<file path="config.mk">
export PLATFORM = sky130hd
export DESIGN_NAME = pipe_hazard_ctrl
export DESIGN_NICKNAME = d
export VERILOG_FILES = /design/src/rtl/pipe_hazard_ctrl.sv
export SDC_FILE = /design/constraint.sdc
export NUM_CORES = 1
export LEC_CHECK = 0
export CORE_MARGIN = 3
export CORE_UTILIZATION = 35
export CTS_CLUSTER_SIZE = 14
export DETAILED_ROUTE_END_ITERATION = 6
export DONT_BUFFER_PORTS = 1
export GPL_ROUTABILITY_DRIVEN = 0
export GPL_TIMING_DRIVEN = 1
export PLACE_DENSITY_LB_ADDON = 0.08
export SLEW_MARGIN = 10
export SYNTH_ARGS = -nofsm -noshare
export SYNTH_HDL_FRONTEND = slang
export SYNTH_SLANG_ARGS = --single-unit
</file>
<file path="constraint.sdc">
create_clock -name clk -period 2.5 [get_ports clk]
set_input_delay 0.125 -clock clk [delete_from_list [all_inputs] [get_ports clk]]
set_output_delay 0.125 -clock clk [all_outputs]
set_load 0.01 [all_outputs]
</file>
<file path="src/rtl/pipe_hazard_ctrl.sv">
`default_nettype none
// +----------------------------------------------------------------------------+
// | Module   : pipe_hazard_ctrl                                                |
// | Purpose  : Stall/flush/forwarding control and MDU hold FSM for a 6-stage   |
// |            F/D/E/M1/M2/W core. Optional macro HAZ_PERF_EN adds counters.   |
// | Revision : 1.0  initial release                                            |
// +----------------------------------------------------------------------------+
module pipe_hazard_ctrl #(
    parameter int REG_AW  = 5,
    parameter int MDU_LAT = 4
) (
    input  logic              clk,
    input  logic              reset,
    input  logic [REG_AW-1:0] rs1_d,
    input  logic [REG_AW-1:0] rs2_d,
    input  logic [REG_AW-1:0] rs1_e,
    input  logic [REG_AW-1:0] rs2_e,
    input  logic [REG_AW-1:0] rd_e,
    input  logic [REG_AW-1:0] rd_m1,
    input  logic [REG_AW-1:0] rd_m2,
    input  logic [REG_AW-1:0] rd_w,
    input  logic              regwrite_e,
    input  logic              regwrite_m1,
    input  logic              regwrite_m2,
    input  logic              regwrite_w,
    input  logic              load_e,
    input  logic              load_m1,
    input  logic              pc_src_e,
    input  logic              mdu_start_e,
    output logic              stall_f,
    output logic              stall_d,
    output logic              stall_e,
    output logic              flush_d,
    output logic              flush_e,
    output logic              flush_m1,
    output logic [1:0]        fwd_a_e,
    output logic [1:0]        fwd_b_e,
    output logic              mdu_busy,
`ifdef HAZ_PERF_EN
    output logic [31:0]       perf_lu_cnt,
    output logic [31:0]       perf_mdu_cnt,
`endif
    output logic              mdu_done
);

    localparam logic [1:0] c_S_IDLE   = 2'd0;
    localparam logic [1:0] c_S_BUSY   = 2'd1;
    localparam logic [1:0] c_S_DONE   = 2'd2;
    localparam logic [3:0] c_CNT_INIT = 4'(MDU_LAT - 2);

    logic [1:0] r_state;
    logic [1:0] w_state_nxt;
    logic [3:0] r_cnt;
    logic [3:0] w_cnt_nxt;
    logic       w_mdu_stall;
    logic       w_lu;

    // Address 0 is hardwired zero and never creates a dependency.
    function automatic logic f_hit(input logic [REG_AW-1:0] rd, input logic [REG_AW-1:0] rs);
        return (|rd) && (rd == rs);
    endfunction

    function automatic logic [1:0] f_fwd(input logic [REG_AW-1:0] rs);
        if (regwrite_m1 && !load_m1 && f_hit(rd_m1, rs))
            return 2'b11;
        else if (regwrite_m2 && f_hit(rd_m2, rs))
            return 2'b10;
        else if (regwrite_w && f_hit(rd_w, rs))
            return 2'b01;
        else
            return 2'b00;
    endfunction

    always_ff @(posedge clk) begin
        if (reset) begin
            r_state <= c_S_IDLE;
            r_cnt   <= 4'd0;
        end else begin
            r_state <= w_state_nxt;
            r_cnt   <= w_cnt_nxt;
        end
    end

    always_comb begin
        w_state_nxt = r_state;
        w_cnt_nxt   = r_cnt;
        case (r_state)
            c_S_IDLE: begin
                if (mdu_start_e) begin
                    w_state_nxt = c_S_BUSY;
                    w_cnt_nxt   = c_CNT_INIT;
                end
            end
            c_S_BUSY: begin
                if (r_cnt == 4'd0)
                    w_state_nxt = c_S_DONE;
                else
                    w_cnt_nxt = r_cnt - 4'd1;
            end
            // The start flag is still high for the finishing op; ignore it here.
            c_S_DONE: w_state_nxt = c_S_IDLE;
            default:  w_state_nxt = c_S_IDLE;
        endcase
    end

    always_comb begin
        w_mdu_stall = ((r_state == c_S_IDLE) && mdu_start_e) || (r_state == c_S_BUSY);
        w_lu = (load_e  && regwrite_e  && (f_hit(rd_e,  rs1_d) || f_hit(rd_e,  rs2_d))) ||
               (load_m1 && regwrite_m1 && (f_hit(rd_m1, rs1_d) || f_hit(rd_m1, rs2_d)));
        stall_f  = 1'b0;
        stall_d  = 1'b0;
        stall_e  = 1'b0;
        flush_d  = 1'b0;
        flush_e  = 1'b0;
        flush_m1 = 1'b0;
        // E is held during an MDU stall, so neither a branch nor a load-use bubble applies.
        if (w_mdu_stall) begin
            stall_f  = 1'b1;
            stall_d  = 1'b1;
            stall_e  = 1'b1;
            flush_m1 = 1'b1;
        end else if (pc_src_e) begin
            flush_d = 1'b1;
            flush_e = 1'b1;
        end else if (w_lu) begin
            stall_f = 1'b1;
            stall_d = 1'b1;
            flush_e = 1'b1;
        end
        fwd_a_e  = f_fwd(rs1_e);
        fwd_b_e  = f_fwd(rs2_e);
        mdu_busy = (r_state != c_S_IDLE);
        mdu_done = (r_state == c_S_DONE);
    end

`ifdef HAZ_PERF_EN
    always_ff @(posedge clk) begin
        if (reset) begin
            perf_lu_cnt  <= 32'd0;
            perf_mdu_cnt <= 32'd0;
        end else begin
            if (w_lu && !w_mdu_stall && !pc_src_e)
                perf_lu_cnt <= perf_lu_cnt + 32'd1;
            if (w_mdu_stall)
                perf_mdu_cnt <= perf_mdu_cnt + 32'd1;
        end
    end
`endif

    a_no_branch_in_mdu_stall: assert property (@(posedge clk) disable iff (reset)
        !(w_mdu_stall && pc_src_e));

endmodule
`default_nettype wire
</file>
Yosys cells after proc, flatten, opt, wreduce, memory -nomap -nowiden
Index checks and enable logic that the tools add are counted.
- flip-flop bits (word level): 6
- output and inout bits: 12
- word-level logic and storage cells: 75
- $add $sub $neg: 1
- equality and inequality tests: 15
- multiplexer cells: 20
- reductions and logical operators: 37
- operator list (cell ; number):
    5-bit equality test ; 10
    1-bit logical AND ; 22
    5-bit OR reduction ; 4
    2-bit two-way mux ; 6
    1-bit two-way mux ; 10
    4-bit two-way mux ; 2
    4-bit case mux with 2 select lines ; 1
    2-bit inequality test, second input constant ; 3
    4-bit zero test ; 1
    1-bit logical OR ; 4
    2-bit case mux with 2 select lines ; 1
    2-bit nonzero test ; 2
    4-bit by 1-bit subtractor with 4-bit output, second input constant ; 1
    3-bit AND reduction ; 1
    2-bit by 1-bit equality test with 1-bit output, second input constant ; 1
    2-bit equality test, second input constant ; 1
    2-bit zero test ; 1
    2-bit AND reduction ; 1
    1-bit zero test ; 1

Logic depth before layout (Yosys ltp)
Gate-level depths: netlist (run 1).
- depth after elaboration: 8
- depth in mapped cells: 7
- mapped depth without buffers: 7

Least setup slack after synthesis (run 1)
Ideal clock, no wire load.
- path kind: input port to output port
- from: input port rd_m1[4]
- to: output port stall_f
- arrival time: 1397 ps
- data required time: 2375 ps
- path slack: 978 ps
- stages on the path: 7
- path buffers: 2
- cells stage by stage: buf_2 > or4_4 > o21ai_2 > nor3b_1 > a21oi_1 > o21ai_1 > buf_4
- longest elaborated chain between the ends: 8
- elaborated cells on any way between the ends: 11
- those cells by class: eq/ne: 2; mux: 3; reduce/logical: 6
- ends and longest elaborated chain (what ; RTL line ; RTL):
    start, declared ; 19 ; input logic [REG_AW-1:0] rd_m1,
    5-bit equality test / 5-bit OR reduction (equally long branches) ; 60 ; return (|rd) && (rd == rs);
    1-bit logical AND ; 60 ;
    1-bit logical OR * ; 109 ; (load_m1 && regwrite_m1 && (f_hit(rd_m1, rs1_d) || f_hit(rd_m1, rs2_d)));
    1-bit logical AND * ; 109 ;
    1-bit logical OR * ; 108 ; w_lu = (load_e && regwrite_e && (f_hit(rd_e, rs1_d) || f_hit(rd_e, rs2_d))) ||
    1-bit two-way mux * (3 in series) ; n/a ;
    end, declared ; 30 ; output logic stall_f,
Every way passes the cells marked *; elsewhere a longest branch is shown, timed or not.

Worst setup path after layout (run 1)
- from: register r_cnt[0]
- to: register r_cnt[2]
- longest elaborated chain between the ends: 3
- elaborated cells on any way between the ends: 6
- those cells by class: add/sub: 1; eq/ne: 1; mux: 2; reduce/logical: 2
- ends and longest elaborated chain (what ; RTL line ; RTL):
    start, declared ; 53 ; logic [3:0] r_cnt;
    start signal, assigned ; 80 ; r_cnt <= w_cnt_nxt;
    4-bit by 1-bit subtractor with 4-bit output / 4-bit zero test (equally long branches) ; 98, 95 ;
    4-bit two-way mux / 2-bit inequality test (equally long branches) ; n/a ;
    4-bit case mux with 2 select lines / 3-bit AND reduction (equally long branches) ; n/a ;
Several ways; a longest one is shown, not always the timed one. The select of a mux whose other input is x is not followed.
A chain may end at the register's enable or synchronous reset.

==> flow_summary.ini, run 1 <==
[detailed_routing]
antenna_left = 0
drt-vias-per-instance = 5.577
drc_errors = 0
drt_iter0_markers = 38
via_count = 909
first_pass_iters = 2
wirelength_um = 2725
post_drt_wl_per_cell_um = 16.72

[synth]
synth_top_area_frac = 0.3313
ys_warn_count = 0
yosysSeqAreaShare = 0.1165
synth_area_per_cell_um2 = 7.752
synth_fp_nets = 184
syn_inst = 133
ys_ff_latch = 6
synth_area_leaders = xnor2_1 (33%), dfxtp_1 (12%), xor2_1 (11%)
synth_top_area_cell = xnor2_1
synth.distinct_cells = 33
synthesis.area_um2 = 1031

[global_routing]
grt_start_max_net_pins = 9
grt_overflow = 0
grt_pass1_wl_um = 4250
grt_pass1_vias = 968
antenna_found_initial = 0
track_usage = 0.1563

[worst_setup_path]
startpoint = r_cnt[0]$_SDFFE_PP0P_
r2r-end = r_cnt[2]$_SDFFE_PP0P_
cp.arrival_ns = 2.21
critPathLaunchType = register
slowest_delay_ns = 0.56
r2r-start = r_cnt[0]$_SDFFE_PP0P_
r2r_cells = 8
endpoint_kind = register
cp_cell_sequence = inv_1 > ha_1 > nor3b_2 > a21oi_1 > nand2_1 > xor2_1 > a211oi_1 > dlygate4sd3_1
required_ns = 2.69
reg2reg_slack_ns = 0.48
critical_path.max_fanout = 6
critPathSlowestCell = dlygate4sd3_1
worstSetupPathType = register to register

[status]
outcome = finished, final reports clean

[sta]
fin_skew_ns = 0.006128
fmax_mhz = 495.1
fin_crit_ns = 2.020
tightest_slew_ns = 0.4442
rsz0062_at_grt = false
finalSetupTns_ns = 0
fin_ws_ns = 0.4802
slew_headroom = 0.7013
drv_slew = 0
min_period_over_period = 0.8079
hold_violations = 0
setup_viol = 0

[flow_run]
cap_violations = 0

[pwr]
total_power_mw = 0.4599
pwr_density_cell_nw_per_um2 = 425.9
p_leak_nw = 0.3522
ir_worst_vdd_mv = 0.3324

[placement]
port_buffers = 0
dp_hpwl_um = 2396
post-place-ws_ns = 0.8977

[finish]
n_antenna_cell = 0
layout_commonest_cell = xnor2_1
num-nets-final = 185
drive_gt1_frac = 0.06061
synthToLayoutAreaGrowth_pct = 4.733
layout_common_cells = xnor2_1 (39), xor2_1 (13), nand2_1 (8), nand3_1 (8)

[hold_path]
worstHoldStart = mdu_start_e
holdPathEnd = r_cnt[0]$_SDFFE_PP0P_
whs_path_depth = 3
hp-class = primary input to register

[floorplan]
start_util = 0.3707
die_area_um2 = 3633
coreArea_um2 = 2781
num_rows = 19
die_y_um = 60.28
io_pins = 62
die_x_um = 60.28

[clock_tree]
cts_tree = done
clk_latency_ns = 0.25
cts_setup_buffers = 0
clkTransAtPathRegs_ns = 0.05
clock-sinks = 6
cts_made_buffers = 3
cts_root_buf = clkbuf_4
clockBufferDepth = 2
h-tree-depth = 1
[Yosys cell counts, drive strengths merged]
library cell,number
xnor2,39
xor2,13
nand2,8
nand3,8
o21ai,7
dfxtp,6
nor2,5
nor3,5
buf,4
inv,4
or4,4
a211oi,3
a21oi,3
clkbuf,3
nor4,3
a21o,2
nand4,2
nor3b,2
nor4bb,2
o22ai,2
o31ai,2
a22oi,1
and2,1
and2b,1
ha,1
o2111ai,1
o21bai,1
[per-layer routing]
| layer | part of all wire | track usage |
|---|---|---|
| met5 | 0 | 0 |
| met4 | 0.0062 | 0.04747 |
| met3 | 0.10 | 0.06263 |
| met2 | 0.51 | 0.2762 |
| met1 | 0.38 | 0.1690 |
[flip-flops by register name, indices dropped and copies added (netlist names)]
signal	count
r_cnt	4
r_state	2
[power by group]
group / total [mW] / switching (mW) / internal (mW)
clock: 0.0910 / 0.0366 / 0.0544
combinational: 0.233 / 0.107 / 0.125
sequential: 0.136 / 0.0221 / 0.114
[critical path: cells and delay by family, from the launching register on]
family	cells	cell delay, ns
xor gates and xnor gates	1	0.14
AOI/OAI and AO/OA	2	0.34
and+or+nand+nor	2	0.27
DFF	1	0.39
buffers and inverters	2	0.62
adders and majority gates	1	0.20
[worst max path at each step]
stage	to	cells after the start
2_1_floorplan	stall_f	7
3_3_place_gp	r_cnt[3]$_SDFFE_PP0P_	7
3_5_place_dp	r_cnt[3]$_SDFFE_PP0P_	7
4_1_cts	r_cnt[2]$_SDFFE_PP0P_	8
5_1_grt	r_cnt[2]$_SDFFE_PP0P_	8
6_report	r_cnt[2]$_SDFFE_PP0P_	8
[timing repair]
item | CTS | global route
hold endpoints to repair | 6 | 0
hold buffers | 3 | 0
resized for setup | 0 | 0
[metrics by stage]
step	cells	hold slack, ns	util	instance area [um^2]
detailed placement	157	0.2016	0.3693	1027
floorplan	133	0.1974	-	1031
global placement	157	0.2002	0.3693	1027
CTS	163	0.2676	0.3882	1080
global route	163	0.3044	0.3882	1080
finish	163	0.2643	0.3882	1080
[logic make-up after synthesis]
group	synth area share
AOI/OAI and AO/OA	0.1420
xor gates and xnor gates	0.4418
adders and majority gates	0.01213
buffers and inverters	0.05581
DFF	0.1165
and+or+nand+nor	0.2318
[cell type report]
| type | count | area [um^2] |
|---|---|---|
| multi-input combinational | 116 | 853.3 |
| tap | 31 | 38.79 |
| clock buffer | 3 | 22.52 |
| timing repair buffer | 3 | 30.03 |
| fill | 298 | 1702 |
| inverter | 4 | 15.01 |
| sequential | 6 | 120.1 |
No activity file was read; power rests on OpenSTA's default activity.
==> run 2, diff against run 1 <==
==> constraint.sdc (replaced) <==
create_clock -name clk -period 2.1 [get_ports clk]
set_input_delay 0.105 -clock clk [delete_from_list [all_inputs] [get_ports clk]]
set_output_delay 0.105 -clock clk [all_outputs]
set_load 0.01 [all_outputs]
==> run 2 against run 1 <==
Against the previous run:
- global-route usage down 1.4 points
- sequential share of layout area up 0.10 points
- wire length decreased by 4.1%
- power up 18%
- sequential power is 18% higher
- flip-flop and latch count unchanged
- cell area decreased by 0.93%
- core utilization is 0.36 points lower
- setup slack gained 0.013 ns
- critical path type unchanged
- critical endpoint is now r_cnt[3]$_SDFFE_PP0P_
- largest power group unchanged
==> flow_summary.ini, run 2 (same netlist as run 1, synthesis figures left out) <==
[sta]
timing.hold.ws_ns = 0.2428
slew_headroom = 0.6968
tightest_slew_ns = 0.4510
rsz0062_at_grt = false
fin_crit_ns = 1.607
hold_violations = 0
finalSetupTns_ns = 0
min_period_over_period = 0.7652
fmax_mhz = 622.3
fin_skew_ns = 0.001952
fin_ws_ns = 0.4930
setup_viol = 0
drv_slew = 0

[worst_setup_path]
critPathLaunchType = register
worstSetupPathType = register to register
r2r-end = r_cnt[3]$_SDFFE_PP0P_
crit_buf_inv = 1
critPathSlowestCell = dfxtp_1
cp_top_family = compound AO/OA/AOI/OAI gates
critical_path.max_fanout = 6
cp_cell_sequence = inv_1 > ha_1 > nor3b_2 > a21o_1 > nor4_2 > xnor2_1 > a211oi_1
r2r-start = r_cnt[0]$_SDFFE_PP0P_
cp.arrival_ns = 1.77
slowest_delay_ns = 0.39
required_ns = 2.26
reg2reg_slack_ns = 0.49
endpoint_kind = register
r2r_cells = 7

[pwr]
p_leak_nw = 0.3459
total_power_mw = 0.5413
pwr_density_cell_nw_per_um2 = 506.0
ir_worst_vdd_mv = 0.3933

[detailed_routing]
antenna_left = 0
drt_iter0_markers = 53
drt-vias-per-instance = 5.599
wirelength_um = 2612
drc_errors = 0
first_pass_iters = 4
post_drt_wl_per_cell_um = 16.12
via_count = 907

[finish]
synthToLayoutAreaGrowth_pct = 3.763
utilization = 0.3846
n_antenna_cell = 0
drive_gt1_frac = 0.06107
reg.largest.list = r_cnt (4), r_state (2)
largest_register = r_cnt
layout_commonest_cell = xnor2_1
num-nets-final = 184
layoutNonFillerInstCount = 162
fin_area_um2 = 1070
largest_register_ffs = 4
layout_common_cells = xnor2_1 (39), xor2_1 (13), nand2_1 (8), nand3_1 (8)

[clock_tree]
clk_latency_ns = 0.24
cts_tree = done
clockBufferDepth = 2
h-tree-depth = 1
clkTransAtPathRegs_ns = 0.05
cts_made_buffers = 3
clock-sinks = 6
cts_root_buf = clkbuf_4

[floorplan]
num_rows = 19
coreArea_um2 = 2781
die_x_um = 60.28
start_util = 0.3707
io_pins = 62
die_y_um = 60.28
die_area_um2 = 3633

[global_routing]
track_usage = 0.1422
antenna_found_initial = 0
grt_start_max_net_pins = 9
grt_overflow = 0
grt_pass1_wl_um = 3981
grt_pass1_vias = 943

[placement]
dpl.cell_count = 157
post-place-ws_ns = 0.4656
dp_hpwl_um = 2328
dpl_cell_area_um2 = 1027
port_buffers = 0

[hold_path]
hp-class = primary input to register
worstHoldStart = mdu_start_e
holdPathEnd = r_cnt[0]$_SDFFE_PP0P_
whs_path_depth = 3

[flow_run]
cap_violations = 0

[status]
outcome = finished, final reports clean
-- run 2: cell types whose count changed in the layout (fill, tap and decap cells not counted) --
cell | previous run | this run
dlygate4sd3_1 | 3 | 2
-- run 2: worst register-to-register path, stage by stage (launching register included) --
cell	delay (ns)
dfxtp_1	0.39
inv_1	0.06
ha_1	0.21
nor3b_2	0.19
a21o_1	0.22
nor4_2	0.16
xnor2_1	0.09
a211oi_1	0.19
-- run 2: final cells by class --
type,count,area [um^2]
well taps,31,38.79
repair buffers,2,20.02
flip-flops and latches,6,120.1
fillers,295,1712
inverters,4,15.01
clock buffers,3,22.52
multi-input cells,116,853.3
-- run 2: power breakdown --
part	internal, mW	total, mW	switching [mW]
clock network	0.0647	0.107	0.0425
registers	0.136	0.161	0.0253
logic	0.145	0.273	0.128
-- run 2: what timing repair did --
item	in CTS	in global routing
endpoints found under the hold margin	6	0
gates resized for setup	0	0
buffers inserted	0	0
hold buffers	2	0
-- run 2: per-layer routing --
| metal | share of wire | track usage | wire length (um) |
|---|---|---|---|
| met1 | 0.40 | 0.1662 | 1036 |
| met2 | 0.51 | 0.2577 | 1328 |
| met3 | 0.091 | 0.03672 | 238 |
| met4 | 0.0031 | 0.02848 | 8 |
| met5 | 0 | 0 | 0 |
-- run 2: worst max path at each step --
stage | depth (start not counted) | end | startpoint
4_1_cts | 7 | r_cnt[3]$_SDFFE_PP0P_ | r_cnt[0]$_SDFFE_PP0P_
5_1_grt | 7 | r_cnt[3]$_SDFFE_PP0P_ | r_cnt[0]$_SDFFE_PP0P_
3_3_place_gp | 7 | r_cnt[3]$_SDFFE_PP0P_ | r_cnt[0]$_SDFFE_PP0P_
2_1_floorplan | 7 | r_cnt[3]$_SDFFE_PP0P_ | r_cnt[0]$_SDFFE_PP0P_
6_report | 7 | r_cnt[3]$_SDFFE_PP0P_ | r_cnt[0]$_SDFFE_PP0P_
3_5_place_dp | 7 | r_cnt[3]$_SDFFE_PP0P_ | r_cnt[0]$_SDFFE_PP0P_
==> run 3, diff against run 2 <==
==> constraint.sdc (replaced) <==
create_clock -name clk -period 1.4 [get_ports clk]
set_input_delay 0.07 -clock clk [delete_from_list [all_inputs] [get_ports clk]]
set_output_delay 0.07 -clock clk [all_outputs]
set_load 0.01 [all_outputs]
==> run 3 against run 2 <==
Against the previous run:
- the run now ends with hold timing, setup timing left
- clock skew about the same
- clock power rose by 52%
- core utilization grew 3.7 points
- clock-buffer cell count unchanged
- sequential share of layout area is 0.78 points lower
- largest cell class unchanged
==> flow_summary.ini, run 3 (same netlist as run 1, synthesis figures left out) <==
[finish]
utilization = 0.4220
n_antenna_cell = 0
synthToLayoutAreaGrowth_pct = 13.84
layoutNonFillerInstCount = 169
layout_commonest_cell = xnor2_1
drive_gt1_frac = 0.2174
largest_register_ffs = 4
layout_common_cells = xnor2_1 (39), xor2_1 (13), buf_4 (9)
num-nets-final = 191
fin_area_um2 = 1174
reg.largest.list = r_cnt (4), r_state (2)
largest_register = r_cnt

[floorplan]
start_util = 0.3707
io_pins = 62
coreArea_um2 = 2781
die_x_um = 60.28
die_y_um = 60.28
num_rows = 19
die_area_um2 = 3633

[detailed_routing]
post_drt_wl_per_cell_um = 16.25
via_count = 939
antenna_left = 0
met1_length_um = 1089
met2_length_um = 1417
first_pass_iters = 4
drc_errors = 0
drt_iter0_markers = 14
drt-vias-per-instance = 5.556
wl_met3_um = 231
top_layer_used = met4
wirelength_um = 2747

[global_routing]
track_usage = 0.1653
antenna_found_initial = 0
grt_pass1_vias = 1065
grt_pass1_wl_um = 4588
grt_overflow = 0
grt_start_max_net_pins = 8

[pwr]
pwr_density_cell_nw_per_um2 = 816.5
total_power_mw = 0.9583
ir_worst_vdd_mv = 0.4473
p_leak_nw = 0.3927

[sta]
finalSetupTns_ns = -0.005293
hold_violations = 6
min_period_over_period = 1.004
setup_viol = 1
fin_skew_ns = 0.002390
fin_crit_ns = 1.405
fin_ws_ns = -0.005293
drv_slew = 0
tightest_slew_ns = 0.4530
slew_headroom = 0.6954
timing.hold.ws_ns = -0.1230
fmax_mhz = 711.6
rsz0062_at_grt = true

[worst_setup_path]
critPathLaunchType = register
critical_path.max_fanout = 4
cp_cell_sequence = inv_2 > ha_4 > nor3b_4 > buf_4 > nor3_1 > a21o_1 > a22oi_1 > nor2_1
r2r_cells = 8
cp_top_family = flip-flops
cp.depth = 8
cp.arrival_ns = 1.53
worstSetupEndpoint = r_cnt[0]$_SDFFE_PP0P_
startpoint = r_cnt[1]$_SDFFE_PP0P_
critPathSlowestCell = dfxtp_2
reg2reg_slack_ns = -0.005
crit_buf_inv = 2
required_ns = 1.53
r2r-start = r_cnt[1]$_SDFFE_PP0P_
r2r-end = r_cnt[0]$_SDFFE_PP0P_
endpoint_kind = register
worstSetupPathType = register to register
slowest_delay_ns = 0.32

[clock_tree]
clk_latency_ns = 0.24
cts_tree = done
cts_made_buffers = 3
clockBufferDepth = 2
clkTransAtPathRegs_ns = 0.05
clock-sinks = 6
h-tree-depth = 1
cts_root_buf = clkbuf_4
cts_setup_buffers = 0

[placement]
port_buffers = 0
dp_hpwl_um = 2415
post-place-ws_ns = -0.1239
dpl_cell_area_um2 = 1100
dpl.cell_count = 166

[status]
outcome = finished, violations left
violations = hold timing, setup timing

[flow_run]
cap_violations = 0

[hold_path]
hp-class = primary input to register
-- run 3: cell count changes in the layout (fill, tap and decap cells not counted), moves of 2 or more --
cell           previous run  this run
inv_2                     0         2
inv_1                     4         2
buf_4                     0         9
dlygate4sd3_1             2         0
a211oi_2                  0         3
o21ai_2                   1         3
dfxtp_2                   0         2
a211oi_1                  3         0
dfxtp_1                   6         4
o21ai_1                   6         4
-- run 3: routing by layer --
metal,vias to the layer above,global-route usage
li1,476,-
met1,422,0.1898
met2,39,0.2932
met3,2,0.04752
met4,0,0.04747
met5,-,0
-- run 3: repair_timing --
action	4_1_cts	5_1_grt
resized for setup	9	4
pin swaps	3	2
endpoints found under the hold margin	6	6
endpoints found under the setup margin	4	7
-- run 3: worst min path at each step --
stage	from	end	slack, ns	cells past startpoint
4_1_cts	reset	r_cnt[0]$_SDFFE_PP0P_	-0.12	1
3_5_place_dp	reset	r_cnt[0]$_SDFFE_PP0P_	0.14	1
5_1_grt	reset	r_cnt[1]$_SDFFE_PP0P_	-0.13	1
2_1_floorplan	reset	r_cnt[0]$_SDFFE_PP0P_	0.13	1
6_report	reset	r_cnt[1]$_SDFFE_PP0P_	-0.12	1
3_3_place_gp	reset	r_cnt[0]$_SDFFE_PP0P_	0.14	1
-- run 3: worst reg2reg max path: cells and delay by family, from the launching register on --
kind / cells / cell delay (ns)
AO/OA/AOI/OAI: 2 / 0.28
adder cells (fa/ha/maj): 1 / 0.13
flip-flops: 1 / 0.32
buffers and inverters: 2 / 0.24
AND/OR/NAND/NOR: 3 / 0.31
-- run 3: area by class of cell --
cell class,count,area [um^2]
flip-flops and latches,6,122.6
clock buffers,3,22.52
repair buffers,9,67.56
multi-input cells,116,907.1
inverters,4,15.01
well taps,31,38.79
fillers,297,1608
-- run 3: where the power goes --
part | leakage (nW) | switching, mW | total [mW] | internal, mW
Sequential | 0.0500 | 0.0302 | 0.236 | 0.206
Combinational | 0.329 | 0.247 | 0.560 | 0.313
Clock | 0.0138 | 0.0654 | 0.163 | 0.0972
Total | 0.393 | 0.342 | 0.958 | 0.616
